--- src/rtl/crank_cam_gen.sv ---
// Crank/cam wheel simulator: a 60-2 style VR square wave, tooth and revolution strobes,
// a per-tooth signed period ramp with saturation, and a two-revolution cam window.
module crank_cam_gen #(
  parameter int TOOTH_NUM = 60,
  parameter int MISSING   = 2,
  parameter int PW        = 16,
  parameter int IW        = $clog2(TOOTH_NUM)
) (
  input  logic                 clk,
  input  logic                 rst,
  input  logic                 en,
  input  logic [PW-1:0]        period_init,
  input  logic signed [PW-1:0] period_step,
  input  logic [PW-1:0]        period_min,
  input  logic [IW-1:0]        cam_lo_start,
  input  logic [IW-1:0]        cam_lo_end,
  output logic                 vr,
  output logic                 cam,
  output logic                 cam_phase,
  output logic [IW-1:0]        tooth_idx,
  output logic                 tooth_stb,
  output logic                 rev_stb,
  output logic [PW-1:0]        period
);

  localparam int            LW       = PW + 2;
  localparam logic [IW-1:0] LAST_IDX = IW'(TOOTH_NUM - MISSING - 1);
  localparam logic [PW-1:0] PMAX     = '1;

  typedef enum logic {IDLE, RUN} state_t;

  state_t             state;
  logic               en_q;
  logic [LW-1:0]      cnt;

  logic               start;
  logic               run_boundary;
  logic               wrap;
  logic [LW-1:0]      len_cur;
  logic [LW-1:0]      len_nxt;
  logic [LW-1:0]      cnt_nxt;
  logic [IW-1:0]      idx_nxt;
  logic [PW-1:0]      per_nxt;
  logic [PW-1:0]      per_load;
  logic [PW-1:0]      per_stepped;
  logic               phase_nxt;
  logic signed [LW-1:0] sum;
  logic signed [LW-1:0] pmin_s;
  logic signed [LW-1:0] pmax_s;

  // The gap tooth spans the missing positions plus itself.
  function automatic logic [LW-1:0] tooth_len(input logic [IW-1:0] idx, input logic [PW-1:0] p);
    if (idx == LAST_IDX)
      return LW'(MISSING + 1) * {2'b00, p};
    else
      return {2'b00, p};
  endfunction

  function automatic logic cam_val(input logic [IW-1:0] idx, input logic ph);
    return !(ph && (cam_lo_start < cam_lo_end) &&
             (idx >= cam_lo_start) && (idx < cam_lo_end));
  endfunction

  assign start        = (state == IDLE) && en && !en_q;
  assign len_cur      = tooth_len(tooth_idx, period);
  assign run_boundary = (state == RUN) && (cnt == len_cur - LW'(1));
  assign wrap         = (tooth_idx == LAST_IDX);
  assign per_load     = (period_init < period_min) ? period_min : period_init;

  // Two guard bits keep the signed sum free of overflow before clamping.
  assign sum    = $signed({2'b00, period}) + $signed({{2{period_step[PW-1]}}, period_step});
  assign pmin_s = $signed({2'b00, period_min});
  assign pmax_s = $signed({2'b00, PMAX});

  always_comb begin
    per_stepped = sum[PW-1:0];
    if (sum < pmin_s)
      per_stepped = period_min;
    else if (sum > pmax_s)
      per_stepped = PMAX;
  end

  always_comb begin
    cnt_nxt   = '0;
    idx_nxt   = tooth_idx;
    per_nxt   = period;
    phase_nxt = cam_phase;
    if (start) begin
      idx_nxt   = '0;
      per_nxt   = per_load;
      phase_nxt = 1'b0;
    end else if (run_boundary) begin
      idx_nxt   = wrap ? '0 : tooth_idx + IW'(1);
      per_nxt   = per_stepped;
      phase_nxt = cam_phase ^ wrap;
    end else if (state == RUN) begin
      cnt_nxt   = cnt + LW'(1);
    end
    len_nxt = tooth_len(idx_nxt, per_nxt);
  end

  // en_q resets high so an en level held through reset is not taken as a rising edge.
  always_ff @(posedge clk or posedge rst) begin
    if (rst) begin
      state     <= IDLE;
      en_q      <= 1'b1;
      cnt       <= '0;
      tooth_idx <= '0;
      period    <= '0;
      cam_phase <= 1'b0;
      vr        <= 1'b0;
      cam       <= 1'b1;
      tooth_stb <= 1'b0;
      rev_stb   <= 1'b0;
    end else begin
      en_q <= en;
      if (start || ((state == RUN) && en)) begin
        state     <= RUN;
        cnt       <= cnt_nxt;
        tooth_idx <= idx_nxt;
        period    <= per_nxt;
        cam_phase <= phase_nxt;
        vr        <= (cnt_nxt >= (len_nxt >> 1));
        cam       <= cam_val(idx_nxt, phase_nxt);
        tooth_stb <= start || run_boundary;
        rev_stb   <= start || (run_boundary && wrap);
      end else begin
        state     <= IDLE;
        cnt       <= '0;
        vr        <= 1'b0;
        cam       <= 1'b1;
        tooth_stb <= 1'b0;
        rev_stb   <= 1'b0;
      end
    end
  end

endmodule

--- config.mk ---
export PLATFORM = sky130hd
export DESIGN_NAME = crank_cam_gen
export DESIGN_NICKNAME = d
export VERILOG_FILES = /design/src/rtl/crank_cam_gen.sv
export SDC_FILE = /design/constraint.sdc
export NUM_CORES = 1
export LEC_CHECK = 0
export CAP_MARGIN = 20
export CORE_ASPECT_RATIO = 0.8
export CORE_MARGIN = 2
export CORE_UTILIZATION = 50
export DETAILED_ROUTE_END_ITERATION = 10
export GPL_TIMING_DRIVEN = 0
export PLACE_DENSITY = 0.73
export SKIP_LAST_GASP = 1
export SLEW_MARGIN = 40
export SYNTH_ARGS = -nofsm -noshare
export SYNTH_HDL_FRONTEND = slang
export SYNTH_SLANG_ARGS = --single-unit
--- constraint.sdc ---
create_clock -name clk -period 8.8 [get_ports clk]
set_input_delay 2.64 -clock clk [delete_from_list [all_inputs] [get_ports clk]]
set_output_delay 2.64 -clock clk [all_outputs]
set_load 0.05 [all_outputs]
==> reports/metrics.yaml <==
finish:
  fillers: 1276
  n_antenna_cell: 0
  final_core_util_pct: 65.4
  syn2layout_area_growth_pct: 27.7
  fin_area_sq_mm: 0.00982
  fin_nets: 1292
  layout-drive-gt1-share_pct: 16.4
hold_path:
  hold_depth: 1
  worstHoldStart: "cnt[0]"
  hp-class: "flip-flop to flip-flop"
  worstHoldEndpoint: "cnt[0]"
cts:
  cts_buffers: 5
  clockBufferDepth: 2
  clock_sinks: 47
  cts.htree.levels: 2
  cts_tree: "done"
  cts_hold_buffers: 0
  clkSlewWorstSetupHoldPaths_ns: 0.07
  clock_latency_ns: 0.28
  cts-root-buf: "clkbuf_16"
worst_setup_path:
  rr_endpoint: "vr"
  cp-end-kind: "flip-flop"
  cpPeakStageDelay_ns: 0.31
  cp_max_fo: 4
  required_ns: 8.97
  r2r-start: "period[1]"
  crit_type: "primary input to flip-flop"
  worst_r2r_path_depth: 36
  reg2reg_slack_ns: 0.11
  slowest_stage: "ha_1"
  cp.arrival_ns: 9.66
  path_common_cell: "a21oi_2"
  startpoint_type: "primary input"
  cp-startpoint: "period_step[1]"
power:
  combPwrFrac_pct: 80.8
  power_mw: 2.99
  p_sw_share_pct: 51.0
  irDropWorstVdd_mv: 0.254
  p_leak_nw: 4.33
  p_int_mw: 1.47
  clkPwrFrac_pct: 7.2
  power_density_mw_per_mm2: 305
  pwr-share-seq_pct: 12.0
  p_sw_mw: 1.53
sta:
  skew_ns: 0.00347
  slew_headroom_pct: 43.5
  finalCritPeriodShare_pct: 108
  rsz0062_at_grt: "true"
  maxSlewViolCount: 0
  setup_viol: 1
  period_needed_ns: 9.49
  final_hold_viol_count: 0
  timing.final.ws_setup_ns: -0.692
  fmax_ghz: 0.105
  worst_pin_slew_ns: 0.848
floorplan:
  core_sq_mm: 0.0150
  io_pins: 90
  row_count: 40
  die_area_sq_mm: 0.0164
  start_util_pct: 51.2
  die_x_um: 143
  die_y_um: 115
grt:
  antenna_found_initial: 0
  grt_pass1_wl_um: 37800
  grt_usage_pct: 28.9
  grt_max_degree: 41
  first_global_vias: 7424
  grt-ovfl-total: 0
logic_synthesis:
  synth_common_cells: "ha_1 (117), nor2_1 (69), a21oi_1 (66), nand2_1 (64), inv_1 (57)"
  synth_most_common_cell: "ha_1"
  post-synth-top-area-fraction_pct: 19.0
  synthCells: 959
  synth_cell_types: 84
  async_flop_share_pct: 100
  synth_nets: 1142
  yosys.area.top_type: "ha_1"
  synth_area_leaders: "ha_1 (19%), dfrtp_1 (15%), xnor2_1 (4.9%)"
  seq_area_frac_synth_pct: 15.3
  synthesis.area_sq_mm: 0.00769
  synth-seq-cells: 47
  syn_avg_cell_area_sq_um: 8.02
  yosys_warnings: 0
  ys.flop_type: "dfrtp_1"
  synth_edf_count: 0
routing:
  wire_per_inst_um: 19.0
  drtIter0Drc: 773
  drc: 0
  vias_per_cell: 6.11
  wirelength_um: 24600
  drt-pass1-iter-count: 5
  vias: 7927
  ant_nets: 0
outcome:
  violations: "setup timing"
  outcome: "finished, violations left"
place:
  postPlaceCellArea_sq_mm: 0.00895
  io_buffers: 89
  gp_congestion: 0.923
  dp_hpwl_um: 18300
job:
  maxCapViolCount: 0
what timing repair did:
action | in CTS | in global routing
gates resized for setup | 40 | 38
endpoints found under the setup margin | 1 | 1
setup buffers | 41 | 13
pin swaps | 38 | 41
registers in the layout (all words and copies together) (netlist names):
name / cells
cam: 1
cam_phase: 1
cnt: 18
en_q: 1
period: 16
rev_stb: 1
state: 1
tooth_idx: 6
tooth_stb: 1
vr: 1
stage by stage:
step	hold WS (ns)	cells	TNS, ns	setup slack (ns)
after global routing	0.630	1298	-1.02	-1.02
final	0.605	1298	-0.692	-0.692
after CTS	0.591	1286	-0.660	-0.660
after global placement	0.560	1237	-1.57	-1.57
after floorplan	0.515	959	-0.204	-0.204
after detailed placement	0.581	1238	-1.61	-1.61
how the worst max path moves through the flow:
stage,end,depth (start not counted)
after global routing,vr,42
after floorplan,vr,37
after detailed placement,vr,38
after global placement,vr,38
final,vr,42
after CTS,vr,38
power by group through the flow:
stage / Combinational [mW] / Clock (mW) / Sequential [mW]
floorplan: 1.42 / 0 / 0.403
detailed placement: 1.93 / 0 / 0.356
global placement: 1.90 / 0 / 0.355
global route: 2.63 / 0.225 / 0.361
finish: 2.42 / 0.216 / 0.358
CTS: 2.16 / 0.215 / 0.353
kinds of logic (layout without fill, tap and decap cells):
kind of cell               after synthesis  count (layout)  synth area share [%]
and+or+nand+nor                        294             294                  19.8
AOI/OAI and AO/OA                      289             289                  26.0
adders and majority gates              120             120                  19.8
buffers and inverters                   93             243                  4.96
xor gates and xnor gates                73              73                  8.31
DFF                                     47              47                  15.3
muxes                                   43              43                  5.81
metal layers:
metal  share of wire, %  up-vias  global-route usage (%)
met2                 42      285                    43.8
li1                   -     3851                       -
met4                2.3        0                    7.33
met5                  0        -                       0
met1                 47     3746                    43.4
met3                8.4       45                    4.08
worst max-delay path: cells and delay by family:
family	cells	cell delay, ns
mux	1	0.16
simple gates	3	0.36
fa+ha+maj	4	1.00
buf+inv	4	0.41
compound gates	28	4.76
xor+xnor	2	0.28
cells in the final DEF, fill, tap and decap left out, types with 6 or more instances in the layout:
cell	instances
nand4_1	11
xor2_1	29
inv_1	55
ha_1	104
ha_4	8
buf_2	12
o22a_1	6
mux2_2	13
nor3_1	27
o31ai_1	8
o21a_1	12
o21ai_2	7
xnor2_1	42
nand2b_1	15
clkbuf_1	20
o21ai_0	36
o21ai_1	12
nor2b_1	14
a21o_1	36
or3_1	6
buf_4	54
o211ai_1	15
nand2_1	63
and3_1	13
and2_1	7
dfrtp_1	45
nand3_1	26
a21oi_1	51
nor2_1	68
a31oi_1	12
clkdlybuf4s50_1	84
a211oi_1	9
mux2i_1	30
nor4_1	7
a21oi_2	12
final cells by class:
| class | instances | area (sq um) | area share (%) |
|---|---|---|---|
| multi-input combinational | 819 | 6540 | 66.6 |
| timing repair buffer | 143 | 1300 | 13.3 |
| sequential | 47 | 1180 | 12.0 |
| tap | 189 | 236 | 2.41 |
| inverter | 57 | 219 | 2.23 |
| buffer | 36 | 179 | 1.82 |
| clock buffer | 5 | 125 | 1.27 |
| clock inverter | 2 | 37.5 | 0.382 |
No activity file was read; power rests on OpenSTA's default activity.
